File: src/rtl/ps2_kbd_decoder.sv
// PS/2 scan-code set 2 decoder: turns RX FIFO bytes into single key events and
// keeps the keyboard lock LEDs in sync by issuing ED <mask> through the host.
module ps2_kbd_decoder #(
  parameter bit AUTO_LED = 1'b1
) (
  input  logic       clk6x,
  input  logic       resetn,
  input  logic [7:0] kbd_rdata_i,
  input  logic       kbd_rvalid_i,
  output logic       kbd_rdeq_o,
  input  logic [7:0] kbd_stat_i,
  input  logic       kbd_bat_ok_i,
  output logic [7:0] kbd_wcmddata_o,
  output logic       kbd_enq_cmd1_o,
  output logic       kbd_enq_cmd2_o,
  output logic [7:0] evt_code_o,
  output logic       evt_ext_o,
  output logic       evt_break_o,
  output logic       evt_valid_o,
  input  logic       evt_ready_i,
  output logic [2:0] lock_o,
  output logic [1:0] dbg_led_state_o,
  output logic       dbg_parse_idle_o
);

  // Handshakes: an RX byte moves when kbd_rvalid_i && kbd_rdeq_o; an event moves
  // when evt_valid_o && evt_ready_i, and its payload is stable while valid && !ready.
  typedef enum logic [1:0] {L_IDLE = 2'd0, L_WAIT = 2'd1, L_CMD = 2'd2, L_DATA = 2'd3} led_state_e;

  led_state_e led_state_q;
  logic       ext_q, ext_d, brk_q, brk_d, e1brk_q, e1brk_d;
  logic [1:0] e1cnt_q, e1cnt_d;
  logic [7:0] evt_code_q;
  logic       evt_ext_q, evt_brk_q, evt_valid_q;
  logic [2:0] lock_q, lock_d, tog;
  logic       led_pending_q, led_req;
  logic [7:0] wcmd_q;
  logic       cmd1_q, cmd2_q;
  logic       rdeq, is_drop, emit, emit_ext, emit_brk;
  logic [7:0] emit_code;

  assign rdeq    = kbd_rvalid_i && (!evt_valid_q || evt_ready_i);
  assign is_drop = kbd_rdata_i inside {8'h00, 8'hAA, 8'hEE, 8'hFA, 8'hFE, 8'hFF};

  always_comb begin
    ext_d     = ext_q;
    brk_d     = brk_q;
    e1cnt_d   = e1cnt_q;
    e1brk_d   = e1brk_q;
    emit      = 1'b0;
    emit_code = kbd_rdata_i;
    emit_ext  = ext_q;
    emit_brk  = brk_q;
    if (rdeq && !is_drop) begin
      if (kbd_rdata_i == 8'hE0) begin
        ext_d = 1'b1;
      end else if (kbd_rdata_i == 8'hF0) begin
        if (e1cnt_q != 2'd0) e1brk_d = 1'b1;
        else                 brk_d   = 1'b1;
      end else if (kbd_rdata_i == 8'hE1) begin
        e1cnt_d = 2'd2;
        e1brk_d = 1'b0;
      end else if (e1cnt_q != 2'd0) begin
        // Pause is reported as one extended 0x77 make; its break half is swallowed.
        e1cnt_d = e1cnt_q - 2'd1;
        if (e1cnt_q == 2'd1) begin
          emit      = !e1brk_q;
          emit_code = 8'h77;
          emit_ext  = 1'b1;
          emit_brk  = 1'b0;
          ext_d     = 1'b0;
          brk_d     = 1'b0;
          e1brk_d   = 1'b0;
        end
      end else if (ext_q && (kbd_rdata_i == 8'h12 || kbd_rdata_i == 8'h59)) begin
        ext_d = 1'b0;
        brk_d = 1'b0;
      end else begin
        emit  = 1'b1;
        ext_d = 1'b0;
        brk_d = 1'b0;
      end
    end
  end

  always_comb begin
    tog = 3'b000;
    if (AUTO_LED && emit && !emit_brk && !emit_ext) begin
      case (emit_code)
        8'h58:   tog = 3'b100;
        8'h77:   tog = 3'b010;
        8'h7E:   tog = 3'b001;
        default: tog = 3'b000;
      endcase
    end
    lock_d  = lock_q ^ tog;
    led_req = (|tog) || (AUTO_LED && kbd_bat_ok_i);
  end

  always_ff @(posedge clk6x or negedge resetn) begin
    if (!resetn) begin
      ext_q       <= 1'b0;
      brk_q       <= 1'b0;
      e1cnt_q     <= 2'd0;
      e1brk_q     <= 1'b0;
      evt_code_q  <= 8'h00;
      evt_ext_q   <= 1'b0;
      evt_brk_q   <= 1'b0;
      evt_valid_q <= 1'b0;
      lock_q      <= 3'b000;
    end else begin
      ext_q   <= ext_d;
      brk_q   <= brk_d;
      e1cnt_q <= e1cnt_d;
      e1brk_q <= e1brk_d;
      lock_q  <= lock_d;
      if (emit) begin
        evt_code_q  <= emit_code;
        evt_ext_q   <= emit_ext;
        evt_brk_q   <= emit_brk;
        evt_valid_q <= 1'b1;
      end else if (evt_valid_q && evt_ready_i) begin
        evt_code_q  <= 8'h00;
        evt_ext_q   <= 1'b0;
        evt_brk_q   <= 1'b0;
        evt_valid_q <= 1'b0;
      end
    end
  end

  // A request arriving in L_CMD wins over the clear, forcing one more ED sequence.
  always_ff @(posedge clk6x or negedge resetn) begin
    if (!resetn) begin
      led_state_q   <= L_IDLE;
      led_pending_q <= 1'b0;
      wcmd_q        <= 8'h00;
      cmd1_q        <= 1'b0;
      cmd2_q        <= 1'b0;
    end else begin
      cmd1_q <= 1'b0;
      cmd2_q <= 1'b0;
      if (led_req)                  led_pending_q <= 1'b1;
      else if (led_state_q == L_CMD) led_pending_q <= 1'b0;
      case (led_state_q)
        L_IDLE: if (led_pending_q) led_state_q <= L_WAIT;
        L_WAIT: begin
          if (kbd_stat_i != 8'h01) begin
            led_state_q <= L_CMD;
            wcmd_q      <= 8'hED;
            cmd2_q      <= 1'b1;
          end
        end
        L_CMD: begin
          led_state_q <= L_DATA;
          wcmd_q      <= {5'b00000, lock_q};
          cmd1_q      <= 1'b1;
        end
        L_DATA:  led_state_q <= L_IDLE;
        default: led_state_q <= L_IDLE;
      endcase
    end
  end

  assign kbd_rdeq_o       = rdeq;
  assign kbd_wcmddata_o   = wcmd_q;
  assign kbd_enq_cmd1_o   = cmd1_q;
  assign kbd_enq_cmd2_o   = cmd2_q;
  assign evt_code_o       = evt_code_q;
  assign evt_ext_o        = evt_ext_q;
  assign evt_break_o      = evt_brk_q;
  assign evt_valid_o      = evt_valid_q;
  assign lock_o           = lock_q;
  assign dbg_led_state_o  = led_state_q;
  assign dbg_parse_idle_o = !ext_q && !brk_q && !e1brk_q && (e1cnt_q == 2'd0);

endmodule

File: config.mk
export PLATFORM = sky130hd
export DESIGN_NAME = ps2_kbd_decoder
export DESIGN_NICKNAME = d
export VERILOG_FILES = /design/src/rtl/ps2_kbd_decoder.sv
export SDC_FILE = /design/constraint.sdc
export NUM_CORES = 1
export LEC_CHECK = 0
export ABC_CLOCK_PERIOD_IN_PS = 5900
export BUFFER_PORTS_ARGS = -buffer_cell sky130_fd_sc_hd__buf_2
export CAP_MARGIN = 25
export CELL_PAD_IN_SITES_DETAIL_PLACEMENT = 1
export CELL_PAD_IN_SITES_GLOBAL_PLACEMENT = 2
export CORE_MARGIN = 3
export CORE_UTILIZATION = 33
export CTS_CLUSTER_DIAMETER = 200
export CTS_CLUSTER_SIZE = 12
export DETAILED_ROUTE_END_ITERATION = 6
export PLACE_DENSITY_LB_ADDON = 0.1
export SETUP_SLACK_MARGIN = 0.3
export SYNTH_ARGS = -nofsm -noshare
export SYNTH_HDL_FRONTEND = slang
export SYNTH_SLANG_ARGS = --single-unit
File: constraint.sdc
create_clock -name clk6x -period 5.9 [get_ports clk6x]
set_input_delay 0.59 -clock clk6x [delete_from_list [all_inputs] [get_ports clk6x]]
set_output_delay 0.59 -clock clk6x [all_outputs]
set_load 0.005 [all_outputs]
==> out/qor.yml, run 1 <==
status: "finished clean"
worst_pin_slew_ns: 0.612
track_usage_pct: 16.9
synth_top_cell_by_area: "dfrtp_1"
pwr-share-clk_pct: 18.6
n_antenna_cell: 0
avgSynthCellArea_sq_um: 9.42
ys.flop_type: "dfrtp_1"
slew-limit-headroom_pct: 58.8
power_density_nw_per_um2: 400
cts_tree: "yes"
port_buffers: 47
rows: 25
ys_warn_count: 0
ir_drop_mv: 0.150
drt-initial-drc-count: 52
synthTopCellsByArea: "dfrtp_1 (41%), nand2_1 (3.9%), ha_1 (3.6%)"
insertion_delay_ns: 0.28
fin_area_sq_um: 2040
nFillCells: 606
path_class: "flop to output pin"
whs_ns: 0.310
setup_viol: 0
cp.arrival_ns: 1.97
synth_edf_count: 0
pwr-share-comb_pct: 44.2
hold_viol: 0
period_needed_ns: 2.56
netlist_area_sq_um: 1720
ant_nets: 0
firstDrtPassIters: 4
layout_commonest_cell: "buf_2"
gp_congestion: 0.852
htreeDepth: 1
yosysTopAreaCellShare_pct: 40.6
rsz0062_at_grt: "no"
grt_pass1_wl_microns: 8360
clkSinkCount: 28
path_max_fanout: 11
max_freq_mhz: 390
antenna_found_initial: 0
synth.net_count: 209
wirelength_microns: 5010
required_ns: 5.31
grt_max_degree: 29
holdBufCountCts: 0
power.switching_w: 0.000306
cp-start-kind: "flop"
synthArstFlopShare_pct: 100
drive_above_1_share_pct: 28.6
overflow: 0
post_cts_resized: 0
final_cell_mix: "buf_2 (47), dfrtp_1 (28), nand2_1 (18), inv_1 (15), o21ai_0 (12)"
wl_per_cell_microns: 17.2
maxCapViolations: 0
cts_setup_buffers: 0
dp_hpwl_microns: 3950
post-route-drc-count: 0
end_kind: "output pin"
final.period_utilization_pct: 43.4
place_area_sq_um: 1970
grt_pass1_vias: 1648
vias: 1572
switching_share_pct: 37.5
synthDistinctLibCells: 53
ioPinCount: 49
multi_input_area_sq_um: 897
ys_ff_latch: 28
worstHoldPathType: "input port to asynchronous set/reset pin"
setup_tns_ns: 0
fin_worst_skew_ns: 0.00488
core_area_sq_um: 4880
vias_per_cell: 5.40
cts_root_buf: "clkbuf_8"
internal_power_w: 0.000511
path_clk_slew_ns: 0.10
start_util_pct: 35.3
die_y_microns: 78.3
clockBufferDepth: 2
die-area_sq_um: 6130
regArea_sq_um: 701
synth-seq-area-share_pct: 40.6
leakage_nw: 0.984
area_delta_synth_final_pct: 18.6
die_w_microns: 78.3
nets: 251
drv_slew: 0
cts_buffers: 3
seq_power_share_pct: 37.2
syn-instance-count: 183
==> power groups by stage <==
| stage | logic [W] | registers, W | clock network [W] |
|---|---|---|---|
| global route | 0.000410 | 0.000314 | 0.000168 |
| floorplan | 0.000233 | 0.000310 | 0 |
| finish | 0.000361 | 0.000304 | 0.000152 |
| CTS | 0.000367 | 0.000305 | 0.000158 |
| global placement | 0.000353 | 0.000302 | 0 |
| detailed placement | 0.000365 | 0.000310 | 0 |
==> worst paths after layout <==
check                      slack [ns]  cells past startpoint       start               end
max in group asynchronous        5.17                      1      resetn             ext_q
setup reg to reg                 3.48                      8  e1cnt_q[0]         lock_o[2]
setup / recovery                 3.34                      5  e1cnt_q[0]  dbg_parse_idle_o
hold / removal                   0.31                      1      resetn     evt_code_o[2]
min in group clk6x               0.50                      1   lock_o[2]         lock_o[2]
hold reg to reg                  0.50                      1   lock_o[2]         lock_o[2]
==> per-layer routing <==
metal	global-route usage [%]	part of all wire (%)	routed length [microns]	up-vias
li1	-	-	-	751
met1	22.4	45	2270	784
met2	28.5	50	2510	35
met5	0	0	0	-
met3	3.56	4.1	203	2
met4	3.50	0.38	19	0
==> layout make-up <==
| class | count | area share, % |
|---|---|---|
| clock buffers | 3 | 2.02 |
| clock inverters | 1 | 1.47 |
| inverters | 15 | 2.75 |
| multi-input cells | 130 | 43.9 |
| flip-flops and latches | 28 | 34.3 |
| well taps | 67 | 4.10 |
| repair buffers | 47 | 11.5 |
==> synth_stat cells (3+ instances only) <==
library cell,instances
o21ai_0,12
buf_4,4
or4_1,3
inv_1,15
nand2_1,18
nor2_1,10
nand3_1,5
dfrtp_1,28
a21oi_2,3
ha_1,5
and3_1,3
a21oi_1,9
nand2b_1,3
nor4_1,6
nand4_1,3
mux2i_1,6
xnor2_1,3
==> per-stage QoR <==
step           std cells  utilization (%)  setup slack (ns)  power [W]
2_1_floorplan        183                -              3.74   0.000543
3_3_place_gp         287             40.4              3.41   0.000655
4_1_cts              291             41.9              3.32   0.000831
6_report             291             41.9              3.34   0.000817
5_1_grt              291             41.9              3.16   0.000891
3_5_place_dp         287             40.4              3.39   0.000674
==> critical path, stage by stage (launching register included) <==
cell and delay, ns:
dfrtp_1 0.43, inv_1 0.11, ha_1 0.46, inv_1 0.24, nor4_1 0.30, buf_2 0.16
==> cells by family (layout without fill, tap and decap cells) <==
group	Yosys count	in the layout	synth area share, %
buffers and inverters	25	66	7.33
DFF	28	28	40.6
AOI/OAI and AO/OA	52	52	22.9
xor gates and xnor gates	4	4	2.03
other	1	1	0.217
muxes	6	6	3.48
adders and majority gates	5	5	3.63
and+or+nand+nor	62	62	19.8
==> flip-flops by register name (all words and copies together) (netlist names), 2 cells and up <==
name / count
dbg_led_state_o: 2
evt_code_o: 8
kbd_wcmddata_o: 4
e1cnt_q: 2
lock_o: 3
No activity file was read; power rests on OpenSTA's default activity.
==> run 2: changes to the inputs <==
--- a/config.mk
+++ b/config.mk
@@ -5,13 +5,13 @@
 export SDC_FILE = /design/constraint.sdc
 export NUM_CORES = 1
 export LEC_CHECK = 0
-export ABC_CLOCK_PERIOD_IN_PS = 5900
+export ABC_CLOCK_PERIOD_IN_PS = 2550
 export BUFFER_PORTS_ARGS = -buffer_cell sky130_fd_sc_hd__buf_2
 export CAP_MARGIN = 25
 export CELL_PAD_IN_SITES_DETAIL_PLACEMENT = 1
 export CELL_PAD_IN_SITES_GLOBAL_PLACEMENT = 2
 export CORE_MARGIN = 3
-export CORE_UTILIZATION = 33
+export CORE_UTILIZATION = 31
 export CTS_CLUSTER_DIAMETER = 200
 export CTS_CLUSTER_SIZE = 12
 export DETAILED_ROUTE_END_ITERATION = 6
==> constraint.sdc (replaced) <==
create_clock -name clk6x -period 2.55 [get_ports clk6x]
set_input_delay 0.255 -clock clk6x [delete_from_list [all_inputs] [get_ports clk6x]]
set_output_delay 0.255 -clock clk6x [all_outputs]
set_load 0.005 [all_outputs]
==> out/qor.yml, run 2 (synthesized netlist as in run 1, its figures left out) <==
clockBufferDepth: 2  # unchanged
core_area_sq_um: 5240  # +7.3%
drive_above_1_share_pct: 30.2  # +1.7 points
holdBufCountCts: 0  # unchanged
final_cell_mix: "buf_2 (47), dfrtp_1 (28), nand2_1 (18), inv_1 (15), o21ai_0 (12)"
path_class: "flop to flop"
r2r_start: "e1cnt_q[1]"
slew-limit-headroom_pct: 57.5  # -1.3 points
die_y_microns: 80.6  # +2.9%
fin_worst_skew_ns: 0.00243  # -0.00245 ns
largest_reg_flops: 8  # unchanged
setup_viol: 0  # unchanged
antenna_found_initial: 0  # unchanged
p_total_w: 0.00193  # +140%
insertion_delay_ns: 0.27  # about the same
maxCapViolations: 0  # unchanged
period_needed_ns: 2.06
setup_tns_ns: 0  # unchanged
ioPinCount: 49  # unchanged
setup_ws_ns: 0.490  # -2.85 ns
violations: "negative hold slack"
drv_slew: 0  # unchanged
post-route-drc-count: 0  # unchanged
final.period_utilization_pct: 80.8
rsz0062_at_grt: "no"
status: "complete, but fails checks"
path_max_fanout: 8  # -3
dp_cells: 291  # +1.4%
regArea_sq_um: 701  # unchanged
r2r_setup_slack_ns: 0.49  # -2.99 ns
grt_pass1_wl_microns: 8200  # -1.9%
path_clk_slew_ns: 0.10  # about the same
worstHoldPathType: "input port to asynchronous set/reset pin"
pre_cts_ws_ns: 0.248  # -3.14 ns
dp_hpwl_microns: 3900  # -1.3%
max_freq_mhz: 485
rows: 26  # +4.0%
timing.rr.end: "lock_o[2]"
grt_max_degree: 29  # unchanged
fin_cells: 295  # +1.4%
power_density_nw_per_um2: 926  # +130%
wirelength_microns: 4950  # -1.2%
cts_buffers: 3  # unchanged
required_ns: 2.71  # -2.60 ns
drt-initial-drc-count: 59  # +13%
htreeDepth: 1  # unchanged
cts_tree: "yes"
track_usage_pct: 16.3  # -0.62 points
nets: 252  # +0.40%
layout_commonest_cell: "buf_2"
cts_root_buf: "clkbuf_8"
die-area_sq_um: 6490  # +5.9%
ir_drop_mv: 0.334  # +120%
n_antenna_cell: 0  # unchanged
cts_setup_buffers: 0  # unchanged
end_kind: "flop"
whs_ns: -0.00477  # -0.315 ns
hold_viol: 5  # +5
worst_pin_slew_ns: 0.637  # +0.0250 ns
wl_per_cell_microns: 16.8  # -2.5%
leakage_nw: 0.991  # +0.68%
multi_input_area_sq_um: 922  # +2.8%
gp_congestion: 0.876  # +2.8%
clkSinkCount: 28  # unchanged
reg2regPathDepth: 8  # unchanged
overflow: 0  # unchanged
port_buffers: 47  # unchanged
start_util_pct: 32.9  # -2.4 points
firstDrtPassIters: 4  # unchanged
die_w_microns: 80.6  # +2.9%
area_delta_synth_final_pct: 20.7
grt_pass1_vias: 1599  # -3.0%
vias_per_cell: 5.28  # -2.3%
nFillCells: 628  # +3.6%
ant_nets: 0  # unchanged
vias: 1557  # -0.95%
cp.arrival_ns: 2.22  # +0.25 ns
cp-start-kind: "flop"
==> run 2: timing repair <==
| item | CTS | global route |
|---|---|---|
| setup endpoints to repair | 4 | 16 |
| resized for setup | 1 | 4 |
| cloned | 0 | 0 |
==> run 2: worst max path at each step <==
stage,start,endpoint,slack (ns),cells past startpoint
floorplan,e1cnt_q[0],evt_code_o[0],0.65,9
global placement,e1cnt_q[0],lock_o[2],0.30,8
detailed placement,e1cnt_q[0],lock_o[2],0.25,8
CTS,e1cnt_q[0],lock_o[2],0.32,8
global route,e1cnt_q[1],lock_o[2],0.33,8
finish,e1cnt_q[1],lock_o[2],0.49,8
==> run 2: through the flow <==
step	utilization [%]	cell area [sq um]
after floorplan	-	1720
after global placement	37.9	1980
after detailed placement	37.9	1980
after CTS	39.3	2060
after global routing	39.7	2080
final	39.7	2080
==> run 2: power breakdown <==
group	internal, W	total, W	leakage (nW)	switching, W
registers	0.000606	0.000702	0.354	0.0000964
clock network	0.000210	0.000349	0.0357	0.000139
logic	0.000389	0.000875	0.600	0.000486
total	0.00121	0.00193	0.991	0.000721
==> run 2: layout make-up <==
type | instances | area share (%)
flip-flops and latches | 28 | 33.7
multi-input cells | 130 | 44.3
clock buffers | 3 | 1.98
well taps | 70 | 4.21
inverters | 15 | 2.71
clock inverters | 1 | 1.44
repair buffers | 48 | 11.7
==> run 2: metal layers <==
metal  share of wire, %  vias up  GRT usage (%)
met1                 49      757           24.1
met2                 45       48           25.7
met4               0.49        0           3.04
li1                   -      750              -
met5                  0        -              0
met3                5.6        2           1.68
==> run 2: worst max-delay path: stages (launching register included) <==
cell and delay (ns):
dfrtp_1 0.40, inv_1 0.12, ha_1 0.23, nor2b_1 0.19
and3_2 0.28, o211ai_4 0.14, o21ai_2 0.24, nand4_1 0.18
xnor2_1 0.18
